`config.mk`:
```
export PLATFORM = sky130hd
export DESIGN_NAME = cache_repl_policy
export DESIGN_NICKNAME = d
export VERILOG_FILES = /design/src/rtl/cache_repl_pkg.sv /design/src/rtl/repl_way_select.sv /design/src/rtl/cache_repl_policy.sv
export SDC_FILE = /design/constraint.sdc
export NUM_CORES = 1
export LEC_CHECK = 0
export CAP_MARGIN = 25
export CORE_ASPECT_RATIO = 0.7
export CORE_MARGIN = 2
export CORE_UTILIZATION = 56
export CTS_BUF_LIST = sky130_fd_sc_hd__clkbuf_4 sky130_fd_sc_hd__clkbuf_8
export DETAILED_ROUTE_END_ITERATION = 16
export GPL_TIMING_DRIVEN = 0
export PLACE_DENSITY_LB_ADDON = 0.3
export SLEW_MARGIN = 25
export SYNTH_ARGS = -nofsm -noshare
export SYNTH_HDL_FRONTEND = slang
export SYNTH_SLANG_ARGS = --single-unit
```
`constraint.sdc`:
```
create_clock -name clock -period 5.2 [get_ports clock]
set_clock_uncertainty 0.15 [all_clocks]
set_input_delay 1.04 -clock clock [delete_from_list [all_inputs] [get_ports clock]]
set_output_delay 1.04 -clock clock [all_outputs]
set_load 0.05 [all_outputs]
```
`src/rtl/cache_repl_pkg.sv`:
```
// Shared definitions for the cache replacement policy block: width helper,
// policy encodings, flush FSM state type and LFSR constants.
package cache_repl_pkg;

    localparam int unsigned POLICY_LRU  = 0;
    localparam int unsigned POLICY_RAND = 1;

    typedef enum logic {
        ST_IDLE  = 1'b0,
        ST_FLUSH = 1'b1
    } repl_state_e;

    localparam logic [15:0] LFSR_SEED = 16'hACE1;
    // Feedback taps for x^16 + x^14 + x^13 + x^11 + 1 (bits 15, 13, 12, 10).
    localparam logic [15:0] LFSR_TAPS = 16'hB400;

    function automatic int unsigned clog2(input int unsigned value);
        int unsigned result;
        int unsigned v;
        result = 0;
        v      = (value > 0) ? value - 1 : 0;
        while (v > 0) begin
            result++;
            v = v >> 1;
        end
        return result;
    endfunction

endpackage

```
`src/rtl/repl_way_select.sv`:
```
// Combinational victim selector for one set: invalid-and-unlocked ways first,
// then oldest unlocked way (LRU) or first unlocked way from a start index (random).
module repl_way_select
    import cache_repl_pkg::*;
#(
    parameter  int unsigned WAYS_PER_SET = 4,
    parameter  int unsigned POLICY       = POLICY_LRU,
    localparam int unsigned WAYS_W       = clog2(WAYS_PER_SET)
) (
    input  logic [WAYS_PER_SET-1:0]             valid_mask_i,
    input  logic [WAYS_PER_SET-1:0]             lock_mask_i,
    input  logic [WAYS_PER_SET-1:0][WAYS_W-1:0] ages_i,
    input  logic [WAYS_W-1:0]                   start_i,
    output logic [WAYS_W-1:0]                   way_o,
    output logic                                none_o
);

    logic              found_inv;
    logic [WAYS_W-1:0] inv_way;
    logic              found_lru;
    logic [WAYS_W-1:0] lru_way;
    logic [WAYS_W-1:0] lru_age;
    logic              found_rnd;
    logic [WAYS_W-1:0] rnd_way;
    logic [WAYS_W-1:0] idx;

    always_comb begin
        found_inv = 1'b0;
        inv_way   = '0;
        found_lru = 1'b0;
        lru_way   = '0;
        lru_age   = '0;
        found_rnd = 1'b0;
        rnd_way   = '0;
        idx       = '0;

        for (int unsigned w = 0; w < WAYS_PER_SET; w++) begin
            if (!found_inv && !valid_mask_i[WAYS_W'(w)] && !lock_mask_i[WAYS_W'(w)]) begin
                found_inv = 1'b1;
                inv_way   = WAYS_W'(w);
            end
        end

        // Strict '>' keeps the lowest index on equal ages.
        for (int unsigned w = 0; w < WAYS_PER_SET; w++) begin
            if (!lock_mask_i[WAYS_W'(w)] && (!found_lru || ages_i[WAYS_W'(w)] > lru_age)) begin
                found_lru = 1'b1;
                lru_way   = WAYS_W'(w);
                lru_age   = ages_i[WAYS_W'(w)];
            end
        end

        // Way count is a power of two, so index arithmetic wraps naturally.
        for (int unsigned k = 0; k < WAYS_PER_SET; k++) begin
            idx = start_i + WAYS_W'(k);
            if (!found_rnd && !lock_mask_i[idx]) begin
                found_rnd = 1'b1;
                rnd_way   = idx;
            end
        end

        none_o = &lock_mask_i;
        if (none_o) begin
            way_o = '0;
        end else if (found_inv) begin
            way_o = inv_way;
        end else if (POLICY == POLICY_RAND) begin
            way_o = rnd_way;
        end else begin
            way_o = lru_way;
        end
    end

endmodule

```
`src/rtl/cache_repl_policy.sv`:
```
// Per-set victim selection with true-LRU age counters or LFSR pseudo-random
// choice, plus a one-set-per-cycle flush sweep that restores initial ages.
module cache_repl_policy
    import cache_repl_pkg::*;
#(
    parameter  int unsigned NUM_SET      = 4,
    parameter  int unsigned WAYS_PER_SET = 4,
    parameter  int unsigned POLICY       = POLICY_LRU,
    localparam int unsigned NUM_SET_W    = clog2(NUM_SET),
    localparam int unsigned WAYS_W       = clog2(WAYS_PER_SET)
) (
    input  logic                    clock,
    input  logic                    reset,
    input  logic                    victim_req,
    input  logic [NUM_SET_W-1:0]    victim_set,
    input  logic [WAYS_PER_SET-1:0] victim_valid_mask,
    input  logic [WAYS_PER_SET-1:0] victim_lock_mask,
    output logic                    victim_rsp_valid,
    output logic [WAYS_W-1:0]       victim_way,
    output logic                    victim_none,
    input  logic                    update_req,
    input  logic [NUM_SET_W-1:0]    update_set,
    input  logic [WAYS_W-1:0]       update_way,
    input  logic                    flush_req,
    output logic                    busy
);

    repl_state_e                                       state_q;
    logic [NUM_SET_W-1:0]                              flush_ptr_q;
    logic                                              busy_q;
    logic                                              rsp_valid_q;
    logic [WAYS_W-1:0]                                 way_q;
    logic                                              none_q;
    logic [15:0]                                       lfsr_q;
    logic [15:0]                                       lfsr_d;
    logic [NUM_SET-1:0][WAYS_PER_SET-1:0][WAYS_W-1:0]  age_q;
    logic [NUM_SET-1:0][WAYS_PER_SET-1:0][WAYS_W-1:0]  age_d;

    logic              victim_accept;
    logic              update_accept;
    logic [WAYS_W-1:0] cur_age;
    logic [WAYS_W-1:0] sel_way;
    logic              sel_none;

    assign victim_accept = victim_req && (state_q == ST_IDLE) && !flush_req;
    assign update_accept = update_req && (state_q == ST_IDLE) && !flush_req
                           && (POLICY == POLICY_LRU);

    // Selection reads age_q, so a same-cycle update never affects the victim.
    repl_way_select #(
        .WAYS_PER_SET (WAYS_PER_SET),
        .POLICY       (POLICY)
    ) u_sel (
        .valid_mask_i (victim_valid_mask),
        .lock_mask_i  (victim_lock_mask),
        .ages_i       (age_q[victim_set]),
        .start_i      (lfsr_q[WAYS_W-1:0]),
        .way_o        (sel_way),
        .none_o       (sel_none)
    );

    always_comb begin
        lfsr_d  = {lfsr_q[14:0], ^(lfsr_q & LFSR_TAPS)};
        age_d   = age_q;
        cur_age = age_q[update_set][update_way];
        if (state_q == ST_FLUSH) begin
            for (int unsigned w = 0; w < WAYS_PER_SET; w++) begin
                age_d[flush_ptr_q][WAYS_W'(w)] = WAYS_W'(w);
            end
        end else if (update_accept) begin
            for (int unsigned w = 0; w < WAYS_PER_SET; w++) begin
                if (age_q[update_set][WAYS_W'(w)] < cur_age) begin
                    age_d[update_set][WAYS_W'(w)] = age_q[update_set][WAYS_W'(w)] + WAYS_W'(1);
                end
            end
            age_d[update_set][update_way] = '0;
        end
    end

    always_ff @(posedge clock) begin
        if (!reset) begin
            state_q     <= ST_IDLE;
            flush_ptr_q <= '0;
            busy_q      <= 1'b0;
            rsp_valid_q <= 1'b0;
            way_q       <= '0;
            none_q      <= 1'b0;
            lfsr_q      <= LFSR_SEED;
            for (int unsigned s = 0; s < NUM_SET; s++) begin
                for (int unsigned w = 0; w < WAYS_PER_SET; w++) begin
                    age_q[NUM_SET_W'(s)][WAYS_W'(w)] <= WAYS_W'(w);
                end
            end
        end else begin
            lfsr_q      <= lfsr_d;
            age_q       <= age_d;
            rsp_valid_q <= victim_accept;
            if (victim_accept) begin
                way_q  <= sel_way;
                none_q <= sel_none;
            end
            case (state_q)
                ST_IDLE: begin
                    if (flush_req) begin
                        state_q     <= ST_FLUSH;
                        flush_ptr_q <= '0;
                        busy_q      <= 1'b1;
                    end
                end
                ST_FLUSH: begin
                    if (flush_ptr_q == NUM_SET_W'(NUM_SET - 1)) begin
                        state_q <= ST_IDLE;
                        busy_q  <= 1'b0;
                    end else begin
                        flush_ptr_q <= flush_ptr_q + NUM_SET_W'(1);
                    end
                end
                default: begin
                    state_q <= ST_IDLE;
                    busy_q  <= 1'b0;
                end
            endcase
        end
    end

    assign victim_rsp_valid = rsp_valid_q;
    assign victim_way       = way_q;
    assign victim_none      = none_q;
    assign busy             = busy_q;

endmodule

```
==> results.sh <==
export IMPL_placed_cells_incl_taps=518
export IMPL_place_ws_ns=-0.545
export IMPL_worst_ep_required_time_ns=5.26
export IMPL_synth_seq_area_share_pct=23.2
export IMPL_clockBufferDepth=2
export IMPL_min_period_over_period_pct=96.3
export IMPL_final_layout_size_suffix_gt1_share_pct=16.1
export IMPL_synthDominantCellAreaShare_pct=23.2
export IMPL_holdBufCountCts=0
export IMPL_clk_latency_ns=0.31
export IMPL_combined_global_route_utilization_of_all_metal_layers_pct=38.0
export IMPL_crit_path_end_kind="register"
export IMPL_report_final_slew_viol_count=0
export IMPL_cts_max_level=2
export IMPL_postSynthRegisterBits=40
export IMPL_cellInternalPower_uw=532
export IMPL_setup_tns_ns=0
export IMPL_power_total_uw=855
export IMPL_worst_path_largest_cell_delay_ns=0.49
export IMPL_synthCells=423
export IMPL_fp_dieArea_um2=6820
export IMPL_clkSlewWorstSetupHoldPaths_ns=0.08
export IMPL_minimum_setup_slack_in_the_final_design_ns=0.193
export IMPL_total_switching_power_uw=323
export IMPL_max_slew_margin_rel_pct=41.4
export IMPL_dr_pass1_iters=6
export IMPL_drt_iter0_markers=675
export IMPL_synth_enable_flop_cells=0
export IMPL_max_clock_freq_mhz=200
export IMPL_layout_nets=485
export IMPL_min_delay_path_depth=2
export IMPL_drtAntennaViolNets=0
export IMPL_synth_ff_type="sky130_fd_sc_hd__dfxtp_1"
export IMPL_critical_path_cell_list="buf_12 > mux4_2 > and2_4 > ha_1 > or2_2 > maj3_2 > a21oi_2 > mux2_4 > ha_4 > nor2b_2 > o21ai_1 > a21oi_2 > mux2_4 > ha_4 > nand2_1 > o21ai_2 > a31oi_2 > nor3_2 > o21ai_1 > o21a_1"
export IMPL_cts_tree="yes"
export IMPL_hold_viol=0
export IMPL_layout_min_cycle_time_ns=5.01
export IMPL_run_status="complete, no violations"
export IMPL_min_path_type="reg2reg"
export IMPL_depth_of_the_worst_register_to_register_path=19
export IMPL_power_density_cell_area_nw_per_um2=215
export IMPL_dp_hpwl_um=9430
export IMPL_via_count=3876
export IMPL_yosys_area_top_type="sky130_fd_sc_hd__dfxtp_1"
export IMPL_core_um2=5840
export IMPL_grt_pass1_vias=3594
export IMPL_critPathTopFamily="multiplexers"
export IMPL_synth_async_reset_ratio_pct=0
export IMPL_worst_path_max_fanout=5
export IMPL_worst_path_buf_inv=1
export IMPL_timing_worst_setup_path_type="in2reg"
export IMPL_synth_net_count=455
export IMPL_final_util_pct=67.9
export IMPL_vdd_drop_max_uv=130
export IMPL_total_standard_cell_area_after_synthesis_um2=3450
export IMPL_antenna_violations_before_repair=0
export IMPL_synth_distinct_cells=67
export IMPL_die_height_um=69.7
export IMPL_cts_inserted_buffers=5
export IMPL_post_drt_via_cell_ratio=7.33
export IMPL_first_pass_grt_wire_length_um=20200
export IMPL_crit_path_start_kind="input port"
export IMPL_synth_area_per_cell_um2=8.16
export IMPL_detail_route_drc_violations=0
export IMPL_cts_sinks=40
export IMPL_top_area_cells_in_the_synthesized_netlist="sky130_fd_sc_hd__dfxtp_1 23%, sky130_fd_sc_hd__mux4_2 10%, sky130_fd_sc_hd__nand2_1 5.0%, sky130_fd_sc_hd__ha_1 4.7%, sky130_fd_sc_hd__a21oi_1 4.5%"
export IMPL_port_buffer_count=20
export IMPL_power_combinational_fraction_pct=34.2
export IMPL_critical_path_slowest_cell="sky130_fd_sc_hd__mux4_2"
export IMPL_yosys_warnings=0
export IMPL_clkPwrFrac_pct=27.0
export IMPL_drt_total_wl_um=13000
export IMPL_grt_overflow_total=0
export IMPL_max_cap_violations=0
export IMPL_n_fill_cell=483
export IMPL_cell_rows=23
export IMPL_die_outline_width_um=97.8
export IMPL_routed_wire_length_per_instance_um=24.6
export IMPL_layout_commonest_cell="sky130_fd_sc_hd__nand2_1"
export IMPL_most_frequent_cells_in_the_layout="45 x sky130_fd_sc_hd__nand2_1, 40 x sky130_fd_sc_hd__dfxtp_1, 36 x sky130_fd_sc_hd__nor2_1, 29 x sky130_fd_sc_hd__a21oi_1, 20 x sky130_fd_sc_hd__nand3_1"
export IMPL_total_leakage_power_uw=0.00142
export IMPL_power_share_switching_pct=37.7
export IMPL_grt_max_degree=13
export IMPL_gp_congestion=0.995
export IMPL_diodes=0
export IMPL_arrival_ns=5.06
export IMPL_floorplan_io_pins=24
export IMPL_starting_density_of_the_core_pct=59.1
export IMPL_clock_root_buffer="sky130_fd_sc_hd__clkbuf_8"
export IMPL_pwr_share_seq_pct=38.8
export IMPL_setup_violations=0
export IMPL_area_growth_synth_to_final_pct=14.9
export IMPL_rsz0062_at_grt="false"
export IMPL_cp_depth=20
export IMPL_max_slew_worst_pin_slew_ns=0.870
export IMPL_fin_cells=529
==> flip-flops by register name (all words and copies together) (netlist names) <==
signal and flops:
age_q 32, flush_ptr_q 2, victim_rsp_valid 1, victim_way 2, busy 1, state_q 1
victim_none 1
==> per-layer routing <==
metal / track usage [%] / wire length [µm] / vias up
li1: - / - / 1666
met1: 52.8 / 5100 / 1781
met2: 52.4 / 5230 / 353
met3: 14.4 / 2120 / 76
met4: 16.7 / 565 / 0
met5: 0 / 0 / -
==> worst paths after layout <==
| kind | slack [ns] | endpoint | startpoint |
|---|---|---|---|
| max | 0.19 | victim_way[0] | victim_set[1] |
| max reg2reg | 0.65 | victim_way[0] | age_q[0] |
| min | 0.31 | busy | busy |
| min reg2reg | 0.31 | busy | busy |
==> power groups by stage <==
stage | clock, µW | sequential (µW) | combinational, µW
global route | 239 | 333 | 307
floorplan | 0 | 341 | 173
global placement | 0 | 337 | 256
finish | 231 | 332 | 292
detailed placement | 0 | 338 | 262
CTS | 227 | 331 | 268
==> final cells by class <==
cell class / instances / area [µm²] / share of cell area [%]
multi-input combinational: 345 / 2580 / 65.1
sequential: 40 / 801 / 20.2
timing repair buffer: 23 / 221 / 5.58
buffer: 26 / 131 / 3.31
tap: 75 / 93.8 / 2.37
clock buffer: 6 / 82.6 / 2.08
inverter: 12 / 45.0 / 1.14
clock inverter: 2 / 10.0 / 0.252
==> kinds of logic after synthesis <==
logic type | share of synthesized area (%)
multiplexers | 15.5
flip-flops | 23.2
buffers and inverters | 4.60
AND/OR/NAND/NOR | 24.7
XOR/XNOR | 0.508
AO/OA/AOI/OAI | 26.5
adder cells (fa/ha/maj) | 5.00
==> through the flow <==
step                cell area, µm²  hold WS (ns)
detailed placement            3760         0.296
global route                  3970         0.347
global placement              3760         0.292
finish                        3970         0.308
CTS                           3890         0.308
floorplan                     3460         0.296
==> cell usage after synthesis, drive strengths merged, types with 8 or more instances <==
library cell	count
nor2	36
nor2b	11
nand2	47
clkbuf	17
a21oi	32
a31oi	8
nand3	20
dfxtp	40
o21ai	26
mux2	9
buf	9
nand2b	10
nor3	14
inv	12
ha	13
mux4	18
a211oi	8
==> worst min-delay path: cells and delay by family, from the launching register on <==
family             cells  cell delay [ns]
DFF                    1             0.31
and+or+nand+nor        1             0.05
AOI/OAI and AO/OA      1             0.05
==> timing repair <==
item	in CTS	in global routing
pin swaps	8	7
setup buffers	3	0
setup endpoints to repair	2	2
gates resized for setup	12	9
endpoints found under the hold margin	0	0
(Power assumes the default switching activity.)
